**config.mk**
```make
export PLATFORM = sky130hd
export DESIGN_NAME = response_tx
export DESIGN_NICKNAME = d
export VERILOG_FILES = /design/src/rtl/response_tx_pkg.sv /design/src/rtl/response_tx_uart.sv /design/src/rtl/response_tx.sv
export SDC_FILE = /design/constraint.sdc
export NUM_CORES = 1
export LEC_CHECK = 0
export CAP_MARGIN = 20
export CELL_PAD_IN_SITES_DETAIL_PLACEMENT = 0
export CELL_PAD_IN_SITES_GLOBAL_PLACEMENT = 1
export CORE_ASPECT_RATIO = 2
export CORE_MARGIN = 2
export CORE_UTILIZATION = 45
export CTS_CLUSTER_DIAMETER = 60
export CTS_CLUSTER_SIZE = 25
export DETAILED_ROUTE_END_ITERATION = 7
export GPL_ROUTABILITY_DRIVEN = 0
export PLACE_DENSITY_LB_ADDON = 0.1
export SETUP_SLACK_MARGIN = 0.1
export SYNTH_ARGS = -nofsm -noshare
export SYNTH_HDL_FRONTEND = slang
export SYNTH_HIERARCHICAL = 1
export SYNTH_SLANG_ARGS = --single-unit
```
**constraint.sdc**
```tcl
create_clock -name clk -period 2.44 [get_ports clk]
set_clock_uncertainty 0.15 [all_clocks]
set_input_delay 0.366 -clock clk [delete_from_list [all_inputs] [get_ports clk]]
set_output_delay 0.366 -clock clk [all_outputs]
set_load 0.02 [all_outputs]
```
**src/rtl/response_tx_pkg.sv**
```systemverilog
// Shared types and constants for the sensor response UART transmitter.
package response_tx_pkg;

  typedef enum logic [2:0] {
    IDLE,
    START,
    DATA,
    STOP,
    NEXT,
    DONE
  } state_e;

  // Scheduler response codes (6-bit, zero-extended onto the 8-bit bus)
  localparam logic [5:0] RESP_SENSOR_PROBLEM = 6'h01;
  localparam logic [5:0] RESP_HUM_TEMP       = 6'h09;
  localparam logic [5:0] RESP_SENSOR_OK      = 6'h08;
  localparam logic [5:0] RESP_MONITOR_ON     = 6'h0A;
  localparam logic [5:0] RESP_MONITOR_OFF    = 6'h0B;

  localparam logic [7:0] ADDR_SENSOR_1 = 8'h31;
  localparam logic [7:0] ADDR_SENSOR_2 = 8'h32;
  localparam logic [7:0] ADDR_SENSOR_3 = 8'h33;
  localparam logic [7:0] ADDR_SENSOR_4 = 8'h34;
  localparam logic [7:0] ADDR_SENSOR_5 = 8'h35;
  localparam logic [7:0] ADDR_SENSOR_6 = 8'h36;
  localparam logic [7:0] ADDR_SENSOR_7 = 8'h37;
  localparam logic [7:0] ADDR_SENSOR_8 = 8'h38;

endpackage

```
**src/rtl/response_tx_uart.sv**
```systemverilog
// uart_tx_byte: serialises one byte as 8N1, LSB first; done_c marks the last stop-bit cycle.
module uart_tx_byte
  import response_tx_pkg::*;
#(
  parameter int unsigned CLKS_PER_BIT = 10
) (
  input  logic       clk,
  input  logic       rst_n,
  input  logic       start,
  input  logic [7:0] data,
  output logic       tx,
  output logic       done_c
);

  localparam int unsigned CNT_W = (CLKS_PER_BIT > 1) ? $clog2(CLKS_PER_BIT) : 1;

  state_e           state, next;
  logic [CNT_W-1:0] cnt, cnt_d;
  logic [2:0]       bit_idx, bit_d;
  logic [7:0]       shift, shift_d;
  logic             tx_d;
  logic             bit_end;

  assign bit_end = (cnt == CNT_W'(CLKS_PER_BIT - 1));

  always_comb begin
    next    = state;
    cnt_d   = cnt;
    bit_d   = bit_idx;
    shift_d = shift;
    done_c  = 1'b0;
    case (state)
      IDLE: begin
        if (start) begin
          next    = START;
          shift_d = data;
          cnt_d   = '0;
          bit_d   = '0;
        end
      end
      START: begin
        if (bit_end) begin
          cnt_d = '0;
          next  = DATA;
        end else begin
          cnt_d = cnt + CNT_W'(1);
        end
      end
      DATA: begin
        if (bit_end) begin
          cnt_d   = '0;
          shift_d = {1'b0, shift[7:1]};
          bit_d   = bit_idx + 3'd1;
          if (bit_idx == 3'd7) next = STOP;
        end else begin
          cnt_d = cnt + CNT_W'(1);
        end
      end
      STOP: begin
        if (bit_end) begin
          cnt_d  = '0;
          done_c = 1'b1;
          next   = IDLE;
        end else begin
          cnt_d = cnt + CNT_W'(1);
        end
      end
      default: next = IDLE;
    endcase
  end

  // Line level follows the current state, so tx lags the state register by one cycle.
  always_comb begin
    tx_d = 1'b1;
    case (state)
      START:   tx_d = 1'b0;
      DATA:    tx_d = shift[0];
      default: tx_d = 1'b1;
    endcase
  end

  always_ff @(posedge clk or negedge rst_n) begin
    if (!rst_n) begin
      state   <= IDLE;
      cnt     <= '0;
      bit_idx <= '0;
      shift   <= '0;
      tx      <= 1'b1;
    end else begin
      state   <= next;
      cnt     <= cnt_d;
      bit_idx <= bit_d;
      shift   <= shift_d;
      tx      <= tx_d;
    end
  end

endmodule

```
**src/rtl/response_tx.sv**
```systemverilog
// Sends a response frame (response, data; address first when RESPONSE_TX_ADDRESS_BYTE_EN
// is defined) over a UART line, one byte at a time through uart_tx_byte.
module response_tx
  import response_tx_pkg::*;
#(
  parameter int unsigned CLK_HZ = 50000000,
  parameter int unsigned BAUD   = 9600
) (
  input  logic       clk,
  input  logic       rst_n,
  input  logic       en_i,
  input  logic [7:0] response_i,
  input  logic [7:0] data_i,
  input  logic [7:0] address_i,
  output logic       tx_o,
  output logic       busy_o,
  output logic       done_o
);

  localparam int unsigned CLKS_PER_BIT = CLK_HZ / BAUD;
`ifdef RESPONSE_TX_ADDRESS_BYTE_EN
  localparam int unsigned NBYTES = 3;
`else
  localparam int unsigned NBYTES = 2;
`endif
  localparam int unsigned IDX_W = $clog2(NBYTES + 1);

  state_e           state, next;
  logic [IDX_W-1:0] idx, idx_d;
  logic [7:0]       resp_q, data_q;
  logic [7:0]       byte_c;
  logic             latch_c, byte_start_c, byte_done_c;
  logic             busy_q, done_q;
  logic [7:0]       first_c;

`ifdef RESPONSE_TX_ADDRESS_BYTE_EN
  logic [7:0] addr_q;
  assign first_c = address_i;
`else
  logic unused_address;
  assign unused_address = ^address_i;
  assign first_c        = response_i;
`endif

  always_comb begin
    next         = state;
    idx_d        = idx;
    latch_c      = 1'b0;
    byte_start_c = 1'b0;
    case (state)
      IDLE: begin
        if (en_i) begin
          latch_c      = 1'b1;
          byte_start_c = 1'b1;
          idx_d        = '0;
          next         = START;
        end
      end
      START: begin
        if (byte_done_c) begin
          idx_d = idx + IDX_W'(1);
          next  = NEXT;
        end
      end
      NEXT: begin
        if (idx == IDX_W'(NBYTES)) begin
          next = DONE;
        end else begin
          byte_start_c = 1'b1;
          next         = START;
        end
      end
      DONE:    next = IDLE;
      default: next = IDLE;
    endcase
  end

  // The first byte bypasses the frame buffer because it is latched on the same edge.
  always_comb begin
    byte_c = 8'h00;
    if (state == IDLE) begin
      byte_c = first_c;
    end else begin
      case (idx)
`ifdef RESPONSE_TX_ADDRESS_BYTE_EN
        IDX_W'(0): byte_c = addr_q;
        IDX_W'(1): byte_c = resp_q;
        IDX_W'(2): byte_c = data_q;
`else
        IDX_W'(0): byte_c = resp_q;
        IDX_W'(1): byte_c = data_q;
`endif
        default:   byte_c = 8'h00;
      endcase
    end
  end

  always_ff @(posedge clk or negedge rst_n) begin
    if (!rst_n) begin
      state  <= IDLE;
      idx    <= '0;
      resp_q <= '0;
      data_q <= '0;
`ifdef RESPONSE_TX_ADDRESS_BYTE_EN
      addr_q <= '0;
`endif
      busy_q <= 1'b0;
      done_q <= 1'b0;
    end else begin
      state  <= next;
      idx    <= idx_d;
      busy_q <= (next != IDLE);
      done_q <= (state == DONE);
      if (latch_c) begin
        resp_q <= response_i;
        data_q <= data_i;
`ifdef RESPONSE_TX_ADDRESS_BYTE_EN
        addr_q <= address_i;
`endif
      end
    end
  end

  uart_tx_byte #(
    .CLKS_PER_BIT(CLKS_PER_BIT)
  ) u_uart (
    .clk   (clk),
    .rst_n (rst_n),
    .start (byte_start_c),
    .data  (byte_c),
    .tx    (tx_o),
    .done_c(byte_done_c)
  );

  assign busy_o = busy_q;
  assign done_o = done_q;

endmodule

```
Yosys cells after proc, flatten, opt, wreduce, memory -nomap -nowiden
Index checks and enable logic that the tools add are counted.
{"block": "totals", "elab_cells": 74, "latch_bits": 0, "rom_bits": 0, "n_memories": 0, "out_inout_bits": 3, "ff_bits": 51, "in_bits": 27, "ram_bits": 0}
{"block": "op_classes", "shift": 0, "n_bitwise": 0, "n_addsub": 3, "n_eq_ne": 17, "multipliers": 0, "n_reduce_logical": 12, "muxes": 31, "n_lt_le_gt_ge": 0, "div_mod_pow": 0}
{"op": "$pmux 8 s2", "count": 2}
{"op": "$mux 3", "count": 10}
{"op": "$mux 13", "count": 2}
{"op": "$pmux 13 s2", "count": 1}
{"op": "$mux 8", "count": 3}
{"op": "$add 13x1->13 const B", "count": 1}
{"op": "$eq 13x13->1 const B", "count": 1}
{"op": "$pmux 3 s4", "count": 1}
{"op": "$eq 3x3->1 const B", "count": 3}
{"op": "$pmux 3 s3", "count": 1}
{"op": "$ne 2x1->1 const B", "count": 4}
{"op": "$eq 3x1->1 const B", "count": 2}
{"op": "$eq 3x2->1 const B", "count": 2}
{"op": "$logic_not 3->1", "count": 2}
{"op": "$ne 2x2->1 const B", "count": 3}
{"op": "$pmux 3 s2", "count": 1}
{"op": "$reduce_and 3->1", "count": 2}
{"op": "$reduce_bool 2->1", "count": 3}
{"op": "$mux 1", "count": 5}
{"op": "$reduce_and 5->1", "count": 1}
{"op": "$mux 2", "count": 2}
{"op": "$pmux 1 s2", "count": 2}
{"op": "$pmux 2 s2", "count": 1}
{"op": "$add 3x1->3 const B", "count": 1}
{"op": "other kinds (7)", "count": 7}

Longest topological paths before layout
{"block": "logic_depth", "ltp_word": 6, "mapped_depth": 10, "ltp_nobuf": 9}

Cells and area by module
The synthesis kept the hierarchy.
{"module": "uart_tx_byte", "area_per_inst_um2": 1524.0, "n_inst": 1, "cells_per_inst": 138}
{"module": "response_tx", "area_per_inst_um2": 1118.6, "n_inst": 1, "cells_per_inst": 94}

Worst setup path after synthesis
No wires, ideal clock.
{"block": "synth_timing", "kind": "reg-to-reg", "startpoint": "reg u_uart.state[0]", "endpoint": "reg u_uart.state[0]", "stages_incl_launch_ff": 7, "setup_ns": 0.125, "n_path_buf": 1, "path_slack_ns": 0.308, "t_arrival_ns": 1.857, "required_ns": 2.165, "period_less_slack_ns": 2.132, "cell_sequence": "dfrtp_1 > inv_1 > ha_1 > clkbuf_1 > or3_1 > a221oi_1 > mux2_2"}
{"block": "synth_via", "elab_chain_cells": 3}
{"element": "start, declared", "line_no": "response_tx_uart.sv:17", "source": "state_e state, next;"}
{"element": "start signal, assigned", "line_no": "response_tx_uart.sv:90", "source": "state <= next;"}
{"element": "$eq 3x2->1 (tied with other cells)", "line_no": "response_tx_uart.sv:32", "source": "case (state)"}
{"element": "$ne 2x1->1 (no source line) or $ne 2x2->1 (tied branches)"}
{"element": "$reduce_and 5->1 (no source line)"}
Several ways; a longest one is shown, not always the timed one.
A chain may end at the register's enable or synchronous reset.

Worst setup path after layout
{"block": "layout_timing", "startpoint": "reg idx[0]", "endpoint": "reg u_uart.cnt[12]"}
{"block": "layout_via", "elab_chain_cells": 5}
{"element": "start, declared", "line_no": "response_tx.sv:29", "source": "logic [IDX_W-1:0] idx, idx_d;"}
{"element": "start signal, assigned", "line_no": "response_tx.sv:111", "source": "idx <= idx_d;"}
{"element": "$eq 2x2->1", "line_no": "response_tx.sv:66", "source": "if (idx == IDX_W'(NBYTES)) begin"}
{"element": "$mux 1", "line_no": "response_tx.sv:66"}
{"element": "$pmux 1 s2", "line_no": "response_tx.sv:50", "source": "case (state)"}
{"element": "named net byte_start_c", "line_no": "response_tx.sv:32", "source": "logic latch_c, byte_start_c, byte_done_c;"}
{"element": "$ne 2x2->1 (no source line)"}
{"element": "$reduce_and 2->1 (no source line)"}
{"element": "end signal, assigned", "line_no": "response_tx_uart.sv:91", "source": "cnt <= cnt_d;"}
{"element": "end, declared", "line_no": "response_tx_uart.sv:18", "source": "logic [CNT_W-1:0] cnt, cnt_d;"}
The timed path passes the listed nets, and every way through them passes these cells.

==> flow_summary.toml <==
[synthesis]
netlist_instances = 232
synthesis.area_mm2 = 0.002643
synth-compound-area-share_pct = 10.94
synth_edf_count = 0
synth_top_area_share_pct = 46.40
synth-warning-count = 6
synth_cell_types = 44
synthSimpleGateAreaFrac_pct = 13.59
synth_ff_type = "dfrtp_1"
synth_top_family_by_area = "multiplexers"
post_synth_main_area_contributors = "dfrtp_1 (46%), mux2_2 (15%), ha_1 (5.2%)"
ys_ff_latch = 50
synth.largest_area_cell = "dfrtp_1"
post_synth_adder_cell_area_pct = 5.208
post_synth.cell_area_avg_um2 = 11.39
synthesis.nets = 270
async_reset_ff_share_pct = 100.0
synth_xor_xnor_area_share_pct = 2.320
synth_mux_area_share_pct = 16.05
synth.yosys.seq_area_share_pct = 47.40

[pwr]
power.internal_mw = 2.044
max-vdd-ir-drop_mv = 0.6412
share_comb_of_total_power_pct = 37.7
seq_power_share_pct = 38.9
p_per_area_mw_per_mm2 = 949.8
pwr-share-clk_pct = 23.3
net-switching-power_uw = 933.0
switching_part_of_the_total_pct = 31.34
finalPower_mw = 2.977
p_leak_nw = 1.380

[drt]
avgRoutedWirePerCell_um = 15.59
remaining_drc_errors = 0
antenna_violating_nets_post_route = 0
route.detailed.vias_per_inst = 5.478
finalWirelength_mm = 5.051
drt_iter0_drc = 31
number_of_iterations_in_the_first_detailed_routing_pass = 4
via_count = 1775

[clock_tree]
cts_setup_buffers = 0
cts.sink_count = 50
ctsHoldBuffers = 1
clock_tree.htree_level_count = 2
tritoncts = "done"
clock-root-buffer = "clkbuf_16"
number_of_buffers_added_by_the_clock_tree_synthesis_step = 5
clock_tree.buffer_depth = 2
post_cts.resized_instances = 0
clock_insertion_delay_worst_skew_ns = 0.29
clk_pin_slew_worst_paths_ns = 0.06

[global_route]
grt_max_degree = 28
grt_pass1_wl_mm = 8.473
groute.usage.overall_pct = 17.15
vias_in_the_first_global_route = 1849
overflow = 0
grt_antenna_before_repair = 0

[timing]
tns_ns = 0
final-max-slew-violation-count = 0
unrepaired_setup_endpoints_after_global_routing = "no"
fin_crit_ns = 2.171
max_freq_ghz = 0.4606
final.setup.worst_slack_ns = 0.2691
report.final.hold_viol_count = 0
slew-limit-headroom_pct = 62.22
report.final.setup_viol = 0
final_min_period_over_clock_period_pct = 88.97
holdWs_ns = 0.3504
tightest_pin_transition_ns = 0.5667

[layout]
finish.net_count = 300
multi_input_area_mm2 = 0.001275
final_layout_size_suffix_gt1_share_pct = 25.48
fin_area_mm2 = 0.003134
layout-area-overhead-vs-synth_pct = 18.61
antenna-diode-count = 0
layout.area.seq_mm2 = 0.001252
instances_no_fill = 324
fillerInstances = 530
final_core_utilization_pct = 54.90

[critical_path]
critPathArrivalTime_ns = 2.19
path_class = "flop to flop"
endpoint_kind = "flop"
timing.critical_path.from_type = "flop"
critical_path_required_ns = 2.46
path_max_fanout = 10

[floorplanning]
fp.dieW_um = 58.19
ioPinCount = 30
initial_utilization_pct = 46.29
die_h_um = 112.4
core.rowCount = 39
placeableCoreArea_mm2 = 0.005709
die-area_mm2 = 0.006538

[place]
hpwl_mm = 3.806
placed_area_mm2 = 0.002977
detailedPlace.worstSlack_ns = 0.06743
total_placed_cells_including_tap_cells = 315
port-buffer-count = 21

[hold_path]
hold_path.class = "flop to flop"

[status]
run_status = "finished clean"

[job]
max_cap_viol_count = 0
[synthesized netlist by cell type, types with 2 or more instances]
| master | n |
|---|---|
| and4bb_2 | 2 |
| ha_1 | 11 |
| nand2_1 | 7 |
| or2_2 | 2 |
| or3_1 | 2 |
| a31oi_1 | 2 |
| and3_1 | 4 |
| o211ai_1 | 3 |
| buf_6 | 3 |
| buf_1 | 3 |
| o2111ai_1 | 2 |
| inv_1 | 12 |
| mux2i_1 | 3 |
| o21ai_0 | 5 |
| nor2_1 | 23 |
| and4_1 | 3 |
| nand3b_1 | 3 |
| a22o_1 | 2 |
| a21oi_1 | 13 |
| and2_1 | 2 |
| a22oi_1 | 8 |
| nor2b_1 | 2 |
| dfrtp_1 | 49 |
| clkbuf_1 | 4 |
| xor2_1 | 7 |
| nor4b_4 | 2 |
| mux2_2 | 35 |
| nand3_1 | 2 |
[routing by layer]
layer	GRT usage (%)	routed length, µm	vias up
li1	-	-	887
met1	17.25	1893	861
met2	32.35	2924	20
met3	3.456	134	7
met4	7.442	98	0
met5	0	0	-
[cell type report]
cell class,instances,share of cell area [%]
Clock buffer,7,4.551
Clock inverter,1,0.1597
Inverter,12,1.437
Multi-Input combinational cell,158,40.68
Sequential cell,50,39.96
Tap cell,61,2.435
Timing Repair Buffer,35,10.78
[flip-flops by register name, summed over array words and instances (netlist names)]
| signal | count |
|---|---|
| u_uart/shift | 8 |
| u_uart/cnt | 13 |
| done_o | 1 |
| state | 3 |
| u_uart/state | 2 |
| u_uart/bit_idx | 3 |
| resp_q | 8 |
| data_q | 8 |
| u_uart/tx | 1 |
| idx | 2 |
| busy_o | 1 |
[worst max-delay path, stage by stage, from the launching register on]
cell and delay [ns]:
dfrtp_1 0.40, inv_1 0.09, ha_1 0.17, inv_1 0.04
mux2i_1 0.14, nor3_1 0.08, nor2b_1 0.28, a311oi_2 0.08
buf_4 0.19, and3_1 0.16, a221o_1 0.26
[cell families (layout without fill, tap and decap cells)]
logic type               after synthesis  after routing
AND/OR/NAND/NOR                       59             59
flip-flops                            50             50
AO/OA/AOI/OAI                         42             42
multiplexers                          38             38
buffers and inverters                 24             55
adder cells (fa/ha/maj)               11             11
XOR/XNOR                               7              7
other                                  1              1
[power by group through the flow]
stage	logic, mW	registers, mW	clock network [mW]
after global routing	1.25	1.18	0.745
final	1.12	1.16	0.695
after floorplan	0.818	1.15	0
after CTS	1.15	1.16	0.721
after global placement	1.13	1.17	0
after detailed placement	1.15	1.18	0
[path summary, 6_finish.rpt]
path,startpoint,endpoint,slack [ns],depth (start not counted)
worst max register to register,idx[0],u_uart/cnt[12],0.27,10
max in group asynchronous,rst_n,u_uart/cnt[6],1.13,3
worst min-delay path,u_uart/shift[0],u_uart/tx,0.35,2
min in group asynchronous,rst_n,data_q[6],0.46,2
worst min register to register,u_uart/shift[0],u_uart/tx,0.35,2
worst max-delay path,idx[0],u_uart/cnt[12],0.27,10
[cell usage in the layout (no fill, tap or decap), drive strengths merged, types with 2 or more instances in the layout]
master / n
o211ai: 3
and4bb: 2
a22o: 2
a31oi: 2
or2: 2
dfrtp: 49
nand3b: 3
nand3: 3
and3: 4
a21oi: 13
xor2: 7
o2111ai: 2
nand2: 7
buf: 14
clkbuf: 7
nor4b: 2
o21ai: 5
inv: 12
or3: 2
nor2b: 2
mux2: 35
ha: 11
and2: 2
nor2: 23
and4: 3
clkdlybuf4s50: 20
mux2i: 3
a22oi: 8
Note: power is estimated with default switching activity, not from simulation.
